### config.mk
export PLATFORM = sky130hd
export DESIGN_NAME = spc_ram_arbiter
export DESIGN_NICKNAME = d
export VERILOG_FILES = /design/src/rtl/spc_ram_arbiter.sv
export SDC_FILE = /design/constraint.sdc
export NUM_CORES = 1
export LEC_CHECK = 0
export ABC_AREA = 1
export CORE_MARGIN = 4
export CORE_UTILIZATION = 39
export CTS_BUF_LIST = sky130_fd_sc_hd__clkbuf_4
export DETAILED_ROUTE_END_ITERATION = 12
export HOLD_SLACK_MARGIN = 0.05
export PLACE_DENSITY_LB_ADDON = 0.3
export SYNTH_ARGS = -nofsm -noshare
export SYNTH_HDL_FRONTEND = slang
export SYNTH_SLANG_ARGS = --single-unit
### constraint.sdc
create_clock -name clock -period 1.36 [get_ports clock]
set_input_delay 0.272 -clock clock [delete_from_list [all_inputs] [get_ports clock]]
set_output_delay 0.272 -clock clock [all_outputs]
set_load 0.02 [all_outputs]
### src/rtl/spc_ram_arbiter.sv
// spc_ram_arbiter: shares the single-port audio RAM between the DSP voice
// fetch path (read-only, priority) and the SPC700 CPU bus (read/write).
// One RAM access per clock, registered RAM command, and a 2-bit owner tag
// that follows each read so the returned data is flagged to its requester.
// A saturating starvation counter lets the CPU win contention after
// CPU_STARVE_LIMIT consecutive denied cycles.
// Optional build macro SPC_RAM_ARB_STATS_EN adds stall/access statistics.
module spc_ram_arbiter #(
  parameter int ADDR_W           = 16,
  parameter int DATA_W           = 8,
  parameter int CPU_STARVE_LIMIT = 4
) (
  input  logic              clock,
  input  logic              reset,
  input  logic              dsp_req,
  input  logic [ADDR_W-1:0] dsp_addr,
  output logic              dsp_gnt,
  output logic              dsp_rdata_valid,
  output logic [DATA_W-1:0] dsp_rdata,
  input  logic              cpu_req,
  input  logic              cpu_we,
  input  logic [ADDR_W-1:0] cpu_addr,
  input  logic [DATA_W-1:0] cpu_wdata,
  output logic              cpu_gnt,
  output logic              cpu_rdata_valid,
  output logic [DATA_W-1:0] cpu_rdata,
  output logic [ADDR_W-1:0] ram_address,
  output logic [DATA_W-1:0] ram_wdata,
  output logic              ram_write_enable,
`ifdef SPC_RAM_ARB_STATS_EN
  input  logic              stats_clear,
  output logic [15:0]       cpu_stall_cycles,
  output logic [15:0]       dsp_access_count,
`endif
  input  logic [DATA_W-1:0] ram_rdata
);

  localparam logic [1:0] TAG_NONE = 2'd0;
  localparam logic [1:0] TAG_DSP  = 2'd1;
  localparam logic [1:0] TAG_CPU  = 2'd2;
  localparam logic [3:0] STARVE_LIMIT = 4'(CPU_STARVE_LIMIT);

  logic              dsp_gnt_s;
  logic              cpu_gnt_s;
  logic              cpu_wins_s;

  logic [3:0]        starve_q, starve_d;
  logic [ADDR_W-1:0] addr_q, addr_d;
  logic [DATA_W-1:0] wdata_q, wdata_d;
  logic              we_q, we_d;
  logic [1:0]        tag_q, tag_d;
  logic              dsp_valid_q, dsp_valid_d;
  logic              cpu_valid_q, cpu_valid_d;

  // Grant decision: DSP first unless the CPU has been starved long enough;
  // nothing is granted while reset is held low.
  always_comb begin
    cpu_wins_s = 1'b0;
    dsp_gnt_s  = 1'b0;
    cpu_gnt_s  = 1'b0;
    if (!reset) begin
      cpu_wins_s = 1'b0;
      dsp_gnt_s  = 1'b0;
      cpu_gnt_s  = 1'b0;
    end else begin
      cpu_wins_s = (starve_q >= STARVE_LIMIT);
      if (dsp_req && cpu_req) begin
        dsp_gnt_s = ~cpu_wins_s;
        cpu_gnt_s = cpu_wins_s;
      end else begin
        dsp_gnt_s = dsp_req;
        cpu_gnt_s = cpu_req;
      end
    end
  end

  assign dsp_gnt = dsp_gnt_s;
  assign cpu_gnt = cpu_gnt_s;

  // Starvation counter: counts denied CPU cycles, saturating at 15.
  always_comb begin
    starve_d = starve_q;
    if (!cpu_req) begin
      starve_d = 4'd0;
    end else if (cpu_gnt_s) begin
      starve_d = 4'd0;
    end else if (starve_q != 4'hF) begin
      starve_d = starve_q + 4'd1;
    end else begin
      starve_d = starve_q;
    end
  end

  // Command stage next state: load the granted access, or idle with the
  // address held and write enable dropped.
  always_comb begin
    addr_d  = addr_q;
    wdata_d = wdata_q;
    we_d    = 1'b0;
    tag_d   = TAG_NONE;
    if (dsp_gnt_s) begin
      addr_d = dsp_addr;
      we_d   = 1'b0;
      tag_d  = TAG_DSP;
    end else if (cpu_gnt_s) begin
      addr_d  = cpu_addr;
      wdata_d = cpu_wdata;
      we_d    = cpu_we;
      tag_d   = cpu_we ? TAG_NONE : TAG_CPU;
    end else begin
      we_d  = 1'b0;
      tag_d = TAG_NONE;
    end
  end

  // Return stage next state: the command tag becomes a valid pulse one
  // cycle later, when the RAM's synchronous read data appears.
  always_comb begin
    dsp_valid_d = 1'b0;
    cpu_valid_d = 1'b0;
    case (tag_q)
      TAG_DSP: dsp_valid_d = 1'b1;
      TAG_CPU: cpu_valid_d = 1'b1;
      default: begin
        dsp_valid_d = 1'b0;
        cpu_valid_d = 1'b0;
      end
    endcase
  end

  // Pipeline registers; reset discards any in-flight command and tags.
  always_ff @(posedge clock or negedge reset) begin
    if (!reset) begin
      starve_q    <= 4'd0;
      addr_q      <= '0;
      wdata_q     <= '0;
      we_q        <= 1'b0;
      tag_q       <= TAG_NONE;
      dsp_valid_q <= 1'b0;
      cpu_valid_q <= 1'b0;
    end else begin
      starve_q    <= starve_d;
      addr_q      <= addr_d;
      wdata_q     <= wdata_d;
      we_q        <= we_d;
      tag_q       <= tag_d;
      dsp_valid_q <= dsp_valid_d;
      cpu_valid_q <= cpu_valid_d;
    end
  end

  assign ram_address      = addr_q;
  assign ram_wdata        = wdata_q;
  assign ram_write_enable = we_q;
  assign dsp_rdata_valid  = dsp_valid_q;
  assign cpu_rdata_valid  = cpu_valid_q;
  assign dsp_rdata        = ram_rdata;
  assign cpu_rdata        = ram_rdata;

`ifdef SPC_RAM_ARB_STATS_EN
  logic [15:0] stall_q, stall_d;
  logic [15:0] dacc_q, dacc_d;

  // Statistics next state: clear wins over increment; both saturate.
  always_comb begin
    stall_d = stall_q;
    dacc_d  = dacc_q;
    if (stats_clear) begin
      stall_d = 16'd0;
      dacc_d  = 16'd0;
    end else begin
      if (cpu_req && !cpu_gnt_s && (stall_q != 16'hFFFF)) begin
        stall_d = stall_q + 16'd1;
      end else begin
        stall_d = stall_q;
      end
      if (dsp_gnt_s && (dacc_q != 16'hFFFF)) begin
        dacc_d = dacc_q + 16'd1;
      end else begin
        dacc_d = dacc_q;
      end
    end
  end

  // Statistics registers.
  always_ff @(posedge clock or negedge reset) begin
    if (!reset) begin
      stall_q <= 16'd0;
      dacc_q  <= 16'd0;
    end else begin
      stall_q <= stall_d;
      dacc_q  <= dacc_d;
    end
  end

  assign cpu_stall_cycles = stall_q;
  assign dsp_access_count = dacc_q;
`endif

endmodule

==> impl.org, run 1 <==
** Pwr
- Total power divided by cell area :: 995 nW/um^2
- Peak supply drop :: ~0.00058 V
- Final Power :: 2.40 mW
- The analysis attributes to cell leakage a power of 1.17 nW.

** Timing
- Setup repair after global routing could not meet its margin everywhere.
- Least-Margin Pin Slew :: 310 ps
- Count of endpoints failing hold in the final timing report :: 0
- Clock skew :: around 4.8 ps
- The worst pin sits at a relative slew slack of 0.793.
- Final count of pins violating max slew :: 0
- Share of the clock period used by the worst path :: 1.09
- The worst path in the final design needs a cycle of 1490 ps, including I/O delays and setup.
- Setup violations remaining at the end of the flow were counted as 2.
- Least setup slack across all paths after layout :: -126 ps
- Timing would allow up to about 0.67 GHz.

** CTS
- Clock sink count :: 33
- CTS built an H-tree with a depth of 2.
- Number of buffers added by the clock tree synthesis step :: 5
- TritonCTS built the clock tree.
- Clk root buf :: sky130_fd_sc_hd__clkbuf_4
- Clock latency at the later pin of the worst-skew pair :: 330 ps
- After clock tree synthesis, the clock-pin slew on the worst setup and hold paths is 100 ps.
- The clock passes through at most 2 buffers.

** Floorplanning
- 98 I/O pins were placed.
- The core region is 4060 sq um.
- Starting Density :: 0.409
- Die outline width :: 73.3 um
- The initialized floorplan defines 23 standard-cell rows.
- The floorplan step defined a die boundary enclosing about 5400 sq um.
- Die height :: 73.3 um

** Setup path
- Of all nets on the critical path, the largest fanout is 3.
- Crit. End Element :: output pin
- By startpoint and endpoint, the worst setup path is classified as register to output pin.
- Data on the critical path arrives at its endpoint at 1210 ps.
- STA classifies the critical path startpoint as a register.
- Required time of the critical path :: approximately 1100 ps

** GRT
- The initial antenna violation count is 0.
- For this run the aggregate overflow at the end of global routing stands at 0.
- The number of global-route vias before repair came to roughly 1,500.
- Gr usage total :: 0.165
- Entering global routing, the biggest net connects 25 pins.
- The first global-routing pass estimated 6810 um of wire.

** Synth
- Most frequent cells after synthesis :: sky130_fd_sc_hd__nand3_1 (67), sky130_fd_sc_hd__nand2_1 (37), sky130_fd_sc_hd__dfrtp_1 (33), sky130_fd_sc_hd__buf_4 (18)
- After synthesis the cells add up to approximately 1700 sq um.
- Synthesis produced a netlist with a net count of roughly 250.
- By area the synthesized netlist is led by sky130_fd_sc_hd__dfrtp_1 (50%), sky130_fd_sc_hd__nand3_1 (20%), sky130_fd_sc_hd__nand2_1 (8.4%).
- Share of the yosys chip area belonging to registers :: 0.497
- The biggest area contributor in the post-synthesis netlist is sky130_fd_sc_hd__dfrtp_1.
- A synthesized cell averages 8.70 sq um.
- Yosys mapped a number of flops with a built-in enable equal to 0.
- Number of distinct standard cells referenced by the synthesized netlist :: 18
- Most frequent cell after synthesis :: sky130_fd_sc_hd__nand3_1
- Top FF cell, synth :: sky130_fd_sc_hd__dfrtp_1
- For this run, the number of Yosys warnings is 0.
- Register bit total from synthesis :: 33
- Number of cells produced by synthesis :: 191
- Post-synth top area share :: 0.497
- Of all flip-flops after synthesis, the portion carrying an async set or reset was 1.00.

** Detailed routing
- For this run, design rule violations remaining after detail routing come to 0.
- Total number of vias :: roughly 1,600
- Residual antenna-violating net count after detailed routing :: 0
- Summed over all layers, the routed wires come to between 4000 and 5000 um.
- In the final routed layout, each cell accounts on average for 13.7 um.
- The first detailed-routing pass took 4 iterations.
- 1st-iter DRT viols :: 148
- Number of vias per cell after detailed routing :: 5.04

** Placement
- In this run, placement finished with an instance count of 303.
- At the placement stage, the worst setup path has a slack of -642 ps.
- In this run the cell area measured after placement is 2360 sq um.
- The congestion estimate from routability-driven global placement came to 0.769.
- The HPWL after detailed placement is roughly 3100 um.
- In this run the tool buffered the top-level ports with 73 buffer cells.

** Job
- Max-cap violations in this run came to 0.

** Finish
- Ratio of cells with drive above 1 in the final layout :: 0.141
- The count of cells in the finished layout, fillers not included, comes to roughly 310.
- The final layout contains 316 nets.
- Synthesis-to-finish area growth :: 45.4%
- The number of antenna diodes in the final layout is 0.
- The finished cells cover 2420 sq um.
- Final design utilization :: 0.595

** Worst hold path
- Worst Hold Class :: input port to register

** Status
- The checks that failed: negative setup slack.
- The run finished, with violations left.
==> cells in the final DEF, fill, tap and decap left out, types with 2 or more instances in the layout <==
master / synthesis / layout
sky130_fd_sc_hd__dfrtp_1: 33 / 33
sky130_fd_sc_hd__clkdlybuf4s50_1: 0 / 42
sky130_fd_sc_hd__nor2_1: 8 / 8
sky130_fd_sc_hd__nand2_1: 37 / 37
sky130_fd_sc_hd__clkinv_1: 0 / 2
sky130_fd_sc_hd__nor2_2: 3 / 3
sky130_fd_sc_hd__inv_4: 1 / 2
sky130_fd_sc_hd__nand3_1: 67 / 67
sky130_fd_sc_hd__clkbuf_2: 0 / 2
sky130_fd_sc_hd__buf_6: 4 / 2
sky130_fd_sc_hd__buf_4: 18 / 14
sky130_fd_sc_hd__inv_1: 8 / 8
sky130_fd_sc_hd__clkdlybuf4s15_1: 0 / 20
sky130_fd_sc_hd__dlygate4sd2_1: 0 / 6
sky130_fd_sc_hd__nand2_4: 3 / 3
sky130_fd_sc_hd__clkbuf_4: 0 / 5
==> worst max-delay path, cell delays in order (launching register included) <==
cell and delay [ps]:
sky130_fd_sc_hd__dfrtp_1 430, sky130_fd_sc_hd__nor2_2 160, sky130_fd_sc_hd__nand2_4 70, sky130_fd_sc_hd__nand2_4 70, sky130_fd_sc_hd__inv_4 30, sky130_fd_sc_hd__buf_6 120
==> power breakdown <==
| group | total [mW] | internal (mW) | switching [mW] |
|---|---|---|---|
| combinational | 0.722 | 0.345 | 0.376 |
| clock | 0.517 | 0.187 | 0.330 |
| sequential | 1.17 | 1.10 | 0.0662 |
| total | 2.40 | 1.63 | 0.772 |
==> worst paths after layout <==
path	to	slack [ps]	from	depth (start not counted)
max	cpu_gnt	-130	starve_q[2]$_DFFE_PN0P_	5
min	tag_q[0]$_DFF_PN0_	360	reset	4
max reg2reg	starve_q[1]$_DFFE_PN0P_	140	starve_q[2]$_DFFE_PN0P_	6
min reg2reg	dsp_rdata_valid$_DFF_PN0_	420	tag_q[1]$_DFF_PN0_	1
max in group asynchronous	ram_address[13]$_DFFE_PN0P_	550	reset	3
min in group asynchronous	ram_wdata[0]$_DFFE_PN0P_	490	reset	3
==> state kept, by name, indices dropped and copies added, names as in the netlist <==
| register | cells |
|---|---|
| ram_address | 16 |
| starve_q | 4 |
| tag_q | 2 |
| cpu_rdata_valid | 1 |
| dsp_rdata_valid | 1 |
| ram_wdata | 8 |
| ram_write_enable | 1 |
==> per-stage QoR <==
stage	hold WS, ps	TNS, ps
2_1_floorplan	-23.6	0
3_3_place_gp	286	-5160
3_5_place_dp	289	-5470
4_1_cts	336	-307
5_1_grt	357	-385
6_report	357	-241
==> cells by family after synthesis <==
group | count (synthesis) | synth area share
adder cells (fa/ha/maj) | 1 | 0.00753
flip-flops | 33 | 0.497
AND/OR/NAND/NOR | 120 | 0.343
AO/OA/AOI/OAI | 2 | 0.0128
buffers and inverters | 35 | 0.140
==> final cells by class <==
class / instances / area (sq um)
fillers: 383 / 1640
multi-input cells: 123 / 606
clock inverters: 3 / 12.5
clock buffers: 5 / 37.5
well taps: 50 / 62.6
flip-flops and latches: 33 / 826
inverters: 11 / 46.3
repair buffers: 88 / 826
==> metal layers <==
layer / global-route usage / vias to the layer above / share of wire
met4: 0.0369 / 0 / 0.0070
met5: 0 / - / 0
met2: 0.274 / 70 / 0.48
li1: - / 759 / -
met3: 0.0588 / 5 / 0.091
met1: 0.207 / 742 / 0.43
==> timing repair <==
item,in CTS,in global routing
hold buffers,1,0
pin swaps,3,2
hold endpoints to repair,33,0
buffers inserted,1,0
setup endpoints to repair,29,24
gates resized for setup,41,25
(Power assumes the default switching activity.)
==> run 2: changes to the inputs <==
--- a/config.mk
+++ b/config.mk
@@ -6,6 +6,7 @@
 export NUM_CORES = 1
 export LEC_CHECK = 0
 export ABC_AREA = 1
+export ABC_CLOCK_PERIOD_IN_PS = 1360
 export CORE_MARGIN = 4
 export CORE_UTILIZATION = 39
 export CTS_BUF_LIST = sky130_fd_sc_hd__clkbuf_4
==> results of run 2 <==
Same layout as run 1: the final DEF is identical, and so are final timing and power.
